[src/rtl/vga_timing_pkg.sv]
// Default 640x480@60 timing constants and the helpers shared by the raster
// generator and its trigger conditioner.
package vga_timing_pkg;

  localparam int   DEF_H_ACTIVE        = 640;
  localparam int   DEF_H_FP            = 16;
  localparam int   DEF_H_SYNC          = 96;
  localparam int   DEF_H_BP            = 48;
  localparam int   DEF_V_ACTIVE        = 480;
  localparam int   DEF_V_FP            = 10;
  localparam int   DEF_V_SYNC          = 2;
  localparam int   DEF_V_BP            = 33;
  localparam logic DEF_SYNC_ACTIVE     = 1'b0;
  localparam int   DEF_DEBOUNCE_CYCLES = 125000;

  localparam int H_TOTAL        = DEF_H_ACTIVE + DEF_H_FP + DEF_H_SYNC + DEF_H_BP;
  localparam int V_TOTAL        = DEF_V_ACTIVE + DEF_V_FP + DEF_V_SYNC + DEF_V_BP;
  localparam int H_SYNC_START   = DEF_H_ACTIVE + DEF_H_FP;
  localparam int H_SYNC_END     = H_SYNC_START + DEF_H_SYNC - 1;
  localparam int V_SYNC_START   = DEF_V_ACTIVE + DEF_V_FP;
  localparam int V_SYNC_END     = V_SYNC_START + DEF_V_SYNC - 1;
  localparam int FRAME_TICK_ROW = DEF_V_ACTIVE;

  // Inclusive range test used for the sync pulse windows.
  function automatic logic in_span(input logic [9:0] p, input logic [9:0] lo,
                                   input logic [9:0] hi);
    return (p >= lo) && (p <= hi);
  endfunction

endpackage

[src/rtl/trigger_debounce.sv]
// Two-flop synchroniser followed by a run-length debouncer: the output level
// only follows the input after DEBOUNCE_CYCLES consecutive differing samples.
module trigger_debounce
  import vga_timing_pkg::*;
#(
  parameter int DEBOUNCE_CYCLES = DEF_DEBOUNCE_CYCLES
) (
  input  logic clk,
  input  logic reset,
  input  logic raw,
  output logic level
);

  localparam int               CNT_W    = $clog2(DEBOUNCE_CYCLES + 1);
  localparam logic [CNT_W-1:0] CNT_LAST = CNT_W'(DEBOUNCE_CYCLES - 1);
  localparam logic [CNT_W-1:0] CNT_ONE  = CNT_W'(1);

  logic             meta;
  logic             s;
  logic [CNT_W-1:0] cnt;

  always_ff @(posedge clk or posedge reset) begin
    if (reset) begin
      meta  <= 1'b0;
      s     <= 1'b0;
      cnt   <= '0;
      level <= 1'b0;
    end else begin
      meta <= raw;
      s    <= meta;
      // Any sample matching the accepted level discards the whole run.
      if (s == level) begin
        cnt <= '0;
      end else if (cnt == CNT_LAST) begin
        level <= s;
        cnt   <= '0;
      end else begin
        cnt <= cnt + CNT_ONE;
      end
    end
  end

endmodule

[src/rtl/vga_timing_gen.sv]
// VGA raster timing generator with a once-per-frame tick and a frame-aligned,
// debounced light-gun trigger.
module vga_timing_gen
  import vga_timing_pkg::*;
#(
  parameter int   H_ACTIVE        = DEF_H_ACTIVE,
  parameter int   H_FP            = DEF_H_FP,
  parameter int   H_SYNC          = DEF_H_SYNC,
  parameter int   H_BP            = DEF_H_BP,
  parameter int   V_ACTIVE        = DEF_V_ACTIVE,
  parameter int   V_FP            = DEF_V_FP,
  parameter int   V_SYNC          = DEF_V_SYNC,
  parameter int   V_BP            = DEF_V_BP,
  parameter logic SYNC_ACTIVE     = DEF_SYNC_ACTIVE,
  parameter int   DEBOUNCE_CYCLES = DEF_DEBOUNCE_CYCLES
) (
  input  logic       clk,
  input  logic       reset,
  input  logic       trigger_raw,
  output logic       hsync,
  output logic       vsync,
  output logic       valid,
  output logic [9:0] col,
  output logic [9:0] row,
  output logic       frame_tick,
  output logic       trigger
);

  localparam logic [9:0] LINE_LAST  = 10'(H_ACTIVE + H_FP + H_SYNC + H_BP - 1);
  localparam logic [9:0] FRAME_LAST = 10'(V_ACTIVE + V_FP + V_SYNC + V_BP - 1);
  localparam logic [9:0] H_VIS      = 10'(H_ACTIVE);
  localparam logic [9:0] V_VIS      = 10'(V_ACTIVE);
  localparam logic [9:0] HS_FIRST   = 10'(H_ACTIVE + H_FP);
  localparam logic [9:0] HS_LAST    = 10'(H_ACTIVE + H_FP + H_SYNC - 1);
  localparam logic [9:0] VS_FIRST   = 10'(V_ACTIVE + V_FP);
  localparam logic [9:0] VS_LAST    = 10'(V_ACTIVE + V_FP + V_SYNC - 1);
  localparam logic [9:0] TICK_ROW   = 10'(V_ACTIVE);

  logic [9:0] h;
  logic [9:0] v;
  logic       deb;
  logic       tick_next;

  trigger_debounce #(
    .DEBOUNCE_CYCLES(DEBOUNCE_CYCLES)
  ) u_debounce (
    .clk  (clk),
    .reset(reset),
    .raw  (trigger_raw),
    .level(deb)
  );

  always_ff @(posedge clk or posedge reset) begin
    if (reset) begin
      h <= '0;
      v <= '0;
    end else if (h == LINE_LAST) begin
      h <= '0;
      v <= (v == FRAME_LAST) ? 10'd0 : v + 10'd1;
    end else begin
      h <= h + 10'd1;
    end
  end

  assign tick_next = (h == 10'd0) && (v == TICK_ROW);

  // Outputs are decoded from (h,v) one clock behind the counters, so the
  // first edge after reset presents (0,0) with every output aligned.
  always_ff @(posedge clk or posedge reset) begin
    if (reset) begin
      col        <= '0;
      row        <= '0;
      valid      <= 1'b0;
      hsync      <= ~SYNC_ACTIVE;
      vsync      <= ~SYNC_ACTIVE;
      frame_tick <= 1'b0;
      trigger    <= 1'b0;
    end else begin
      col        <= h;
      row        <= v;
      valid      <= (h < H_VIS) && (v < V_VIS);
      hsync      <= in_span(h, HS_FIRST, HS_LAST) ? SYNC_ACTIVE : ~SYNC_ACTIVE;
      vsync      <= in_span(v, VS_FIRST, VS_LAST) ? SYNC_ACTIVE : ~SYNC_ACTIVE;
      frame_tick <= tick_next;
      if (tick_next) trigger <= deb;
    end
  end

endmodule
[config.mk]
export PLATFORM = sky130hd
export DESIGN_NAME = vga_timing_gen
export DESIGN_NICKNAME = d
export VERILOG_FILES = /design/src/rtl/vga_timing_pkg.sv /design/src/rtl/trigger_debounce.sv /design/src/rtl/vga_timing_gen.sv
export SDC_FILE = /design/constraint.sdc
export NUM_CORES = 1
export LEC_CHECK = 0
export CAP_MARGIN = 40
export CORE_MARGIN = 1.5
export CORE_UTILIZATION = 55
export CTS_BUF_LIST = sky130_fd_sc_hd__clkbuf_16
export DETAILED_ROUTE_END_ITERATION = 8
export GPL_TIMING_DRIVEN = 1
export HOLD_SLACK_MARGIN = 0.02
export PLACE_DENSITY = 0.84
export SETUP_SLACK_MARGIN = 0.2
export SLEW_MARGIN = 10
export SYNTH_ARGS = -nofsm -noshare
export SYNTH_HDL_FRONTEND = slang
export SYNTH_HIERARCHICAL = 1
export SYNTH_SLANG_ARGS = --single-unit
[constraint.sdc]
create_clock -name clk -period 2.2 [get_ports clk]
set_input_delay 0.22 -clock clk [delete_from_list [all_inputs] [get_ports clk]]
set_output_delay 0.22 -clock clk [all_outputs]
set_load 0.02 [all_outputs]
## After elaboration in Yosys (flattened, before gate mapping)

Index checks and enable logic that the tools add are counted.

| cells by class | value |
|---|---|
| add/subtract/negate cells | 3 |
| multipliers | 0 |
| divide/modulo/power cells | 0 |
| order comparisons | 6 |
| equal/unequal tests | 5 |
| shift-type cells | 0 |
| mux-type cells | 6 |
| bitwise logic cells | 1 |
| reduce and logical (&&, ||, !) cells | 6 |

Operators by type and width:

| cell | number |
|---|---|
| 17-bit 2-to-1 mux | 2 |
| 10-bit by 1-bit adder with 10-bit output, second input constant | 2 |
| 10-bit == test, second input constant | 2 |
| 10-bit 2-to-1 mux | 2 |
| 17-bit by 1-bit adder with 17-bit output, second input constant | 1 |
| 17-bit == test, second input constant | 1 |
| 10-bit by 9-bit == test with 1-bit output, second input constant | 1 |
| 10-bit >= comparator, second input constant | 1 |
| 10-bit by 9-bit >= comparator with 1-bit output, second input constant | 1 |
| 10-bit less-or-equal comparator, second input constant | 1 |
| 10-bit by 9-bit less-or-equal comparator with 1-bit output, second input constant | 1 |
| 10-bit zero test | 1 |
| 10-bit < comparator, second input constant | 1 |
| 10-bit by 9-bit < comparator with 1-bit output, second input constant | 1 |
| 1-bit logical AND | 4 |
| 1-bit 2-to-1 mux | 2 |
| 2-bit AND reduction | 1 |
| 1-bit == test | 1 |
| 1-bit inverter | 1 |

| storage, ports and cells | value |
|---|---|
| flip-flop bits (word level) | 65 |
| bits in latches | 0 |
| memory bits (writable) | 0 |
| memory bits (read-only) | 0 |
| input port bits | 3 |
| word-level logic and storage cells | 40 |
| memories | 0 |

## Depth between registers and ports, before layout

| logic depth | value |
|---|---|
| depth in word-level cells | 3 |
| depth in mapped cells | 6 |

## By module

The synthesis kept the hierarchy.

Modules (own cells, without submodules):

| module | instances | cells an instance | area each (um2) | sequential area each (um2) |
|---|---|---|---|---|
| vga_timing_gen | 1 | 141 | 1729.2 | 1128.6 |
| trigger_debounce | 1 | 93 | 948.4 | 500.5 |

## Worst setup path before layout

Ideal clock, no wire load.

| path | value |
|---|---|
| kind | register to register |
| start point | register h[5] |
| end point | register v[7] |
| data arrival time | 1.784 ns |
| data required time | 2.076 ns |
| slack | 0.293 ns |
| cell stages (with the launch flop) | 6 |
| period minus slack after synthesis | 1.907 ns |
| path through | dfrtp_1 buf_6 or3_4 or4_4 or2_1 xnor2_1 |

| between the ends | value |
|---|---|
| word-level cells in the longest chain between the ends | 1 |

RTL lines:

| what | RTL line | text |
|---|---|---|
| start, declared | vga_timing_gen.sv:39 | `logic [9:0] h;` |
| start signal, assigned | vga_timing_gen.sv:61 | `h <= h + 10'd1;` |
| 10-bit == test | vga_timing_gen.sv:57 | `end else if (h == LINE_LAST) begin` |
| end signal, assigned | vga_timing_gen.sv:59 | `v <= (v == FRAME_LAST) ? 10'd0 : v + 10'd1;` |
| end, declared | vga_timing_gen.sv:40 | `logic [9:0] v;` |

Every way passes these cells.
A chain may end at the register's enable or synchronous reset.

## Worst setup path after layout

| path | value |
|---|---|
| start point | register h[7] |
| end point | register v[7] |

The elaborated chain is that of the path after synthesis.

==> flow_summary.toml <==
[clock_tree]
ctsHoldBuffers = 0
clock_path_buffers = 2
cts_root_buf = "clkbuf_16"
clkLatencyLatePin_ns = 0.32
cts.clk_slew.worst_paths_ns = 0.05
clkSinkCount = 65
cts_buffers = 9
cts_tree = "built"
htree_levels = 3

[synth]
yosys-top-cells-count = "63 x dfrtp_1, 33 x nor2_1, 19 x xnor2_1, 14 x nand2_1"
syn_avg_cell_area_um2 = 11.4
synth.top_cells.by_area = "dfrtp_1 59%, xnor2_1 6.2%, nor2_1 4.6%"
synth_top_area_cell = "dfrtp_1"
syn_inst = 234
synth-seq-cells = 65
synthFlopType = "dfrtp_1"
synth_warnings = 6
ys_async_sr_fraction = 1.00
syn-cell-area_mm2 = 0.00268
yosysMostFrequentCell = "dfrtp_1"
synth_edf_count = 0
ys_seq_area_frac = 0.608
yosysUniqueCellTypes = 37
synth_nets = 242
synth_top_area_frac = 0.589

[sta]
finClkSkew_ns = 0.00652
fin_crit_ns = 1.96
fin_hold_ws_ns = 0.351
maxSlewViolCount = 0
worst_pin_slew_ns = 0.762
tns_ns = 0
max_freq_mhz = 510
finalHoldViolCount = 0
period_share = 0.891
fin_ws_ns = 0.241
rsz0062_at_grt = "true"
setup_viol = 0
slew_headroom = 0.492

[placement]
dpl_cell_area_mm2 = 0.00304
finalWeightedCongestion = 0.868
dp.final_hpwl_um = 3510
portBuffers = 27
dp.cells = 319
dp_slack_ns = 0.197

[finish]
multi_input_area_um2 = 983
antenna_cells = 0
fin_cells = 337
final_util = 0.723
area_growth_pct = 26.8
drive_above_1_share = 0.148
fin_area_mm2 = 0.00339
fin_nets = 287
regArea_mm2 = 0.00163
fill_cells = 305

[worst_setup_path]
critPathCaptureType = "flip-flop"
crit_fanout = 7
crit_buf_inv = 0
r2r_start = "h[7]"
critPathKind = "flip-flop to flip-flop"
worstPathRequired_ns = 2.40
critical-path-top-delay-family = "simple AND/OR/NAND/NOR gates"
r2r-end = "v[7]"
cp_slowest_cell = "or4_4"
r2r_slack_ns = 0.24
startpoint_type = "flip-flop"
worstPathCellList = "or3_4 > or4_4 > or2_1 > xnor2_1"
cp.arrival_ns = 2.15
critPathMaxStageDelay_ns = 0.59
crit_cells = 4
r2r_cells = 4

[die]
dieHeight_um = 72.8
fp.dieW_um = 72.8
core_mm2 = 0.00469
io_pins = 28
rows = 25
initial_core_util = 0.571
dieArea_mm2 = 0.00530

[routing]
ant_nets = 0
wl_um = 5650
initialDrtViolationCount = 236
via_per_inst = 5.67
dr.pass1.iters = 4
dr_total_vias = 1910
drt-wirelength-per-cell_um = 16.8
drcViolationCount = 0

[hold_path]
worstHoldStart = "u_debounce/meta"
hold_path_class = "flip-flop to flip-flop"
holdPathStages = 0
holdPathEnd = "u_debounce/s"

[global_routing]
overflow = 0
gr-usage-all-layers = 0.241
grt_pass1_vias = 1952
grt_max_degree = 46
antenna_found_initial = 0
grt_pass1_wl_um = 9600

[pwr]
powerDensity_mw_per_mm2 = 796
vdd.ir_drop.worst_uv = 597
leakage_nw = 1.48
total_power_mw = 2.70

[flow_run]
drv_cap = 0

[outcome]
status = "finished, final reports clean"
[what timing repair did]
action	4_1_cts	5_1_grt
setup endpoints to repair	2	21
buffers inserted	1	2
pin swaps	0	2
gates cloned	0	0
gates resized for setup	0	6
[metal layers]
layer | vias up | share of wire | track usage
met5 | - | 0 | 0
met4 | 0 | 0.011 | 0.0818
met3 | 6 | 0.038 | 0.0649
met2 | 54 | 0.50 | 0.378
met1 | 955 | 0.45 | 0.325
li1 | 895 | - | -
[worst reg2reg max path: cells and delay by family, from the launching register on]
family | cells | cell delay, ns
AND/OR/NAND/NOR | 3 | 1.26
flip-flops | 1 | 0.45
XOR/XNOR | 1 | 0.13
[cells in the final DEF, fill, tap and decap left out, drive strengths merged, types with 3 or more instances in the layout]
cell and count:
nand4 12, or2 3, clkdlybuf4s50 27, nor3 9
nor2 33, buf 11, clkbuf 9, nand2 14
xor2 7, nand3 12, dfrtp 63, o21ai 6
inv 13, xnor2 19, ha 5, or4 3
nor4 8, or3 5
[state kept, by name (all words and copies together) (netlist names), 10 cells and up]
register,count
v,10
col,10
h,10
row,10
u_debounce/cnt,17
[cell type report]
| type | count | area share |
|---|---|---|
| Tap cell | 54 | 0.0199 |
| Sequential cell | 65 | 0.481 |
| Inverter | 11 | 0.0122 |
| Multi-Input combinational cell | 154 | 0.290 |
| Clock buffer | 9 | 0.0663 |
| Timing Repair Buffer | 38 | 0.108 |
| Clock inverter | 6 | 0.0229 |
[cells by family (layout without fill, tap and decap cells)]
group	Yosys count	after routing	synth area share
multiplexers	2	2	0.00841
buffers and inverters	15	64	0.0271
adder cells (fa/ha/maj)	5	5	0.0234
XOR/XNOR	26	26	0.0850
AO/OA/AOI/OAI	15	15	0.0435
AND/OR/NAND/NOR	106	106	0.204
flip-flops	65	65	0.608
[power breakdown]
part	internal [mW]	switching (mW)	total, mW
Sequential	1.20	0.00589	1.21
Combinational	0.0137	0.0340	0.0477
Clock	0.971	0.475	1.45
Total	2.19	0.515	2.70
[worst max path at each step]
stage               startpoint  slack [ns]    to
floorplan                 h[5]        0.29  v[7]
global placement          h[0]        0.23  v[7]
detailed placement        h[1]        0.20  v[7]
CTS                       h[1]        0.20  v[7]
global route              h[7]        0.17  v[9]
finish                    h[7]        0.24  v[7]
(Power assumes the default switching activity.)
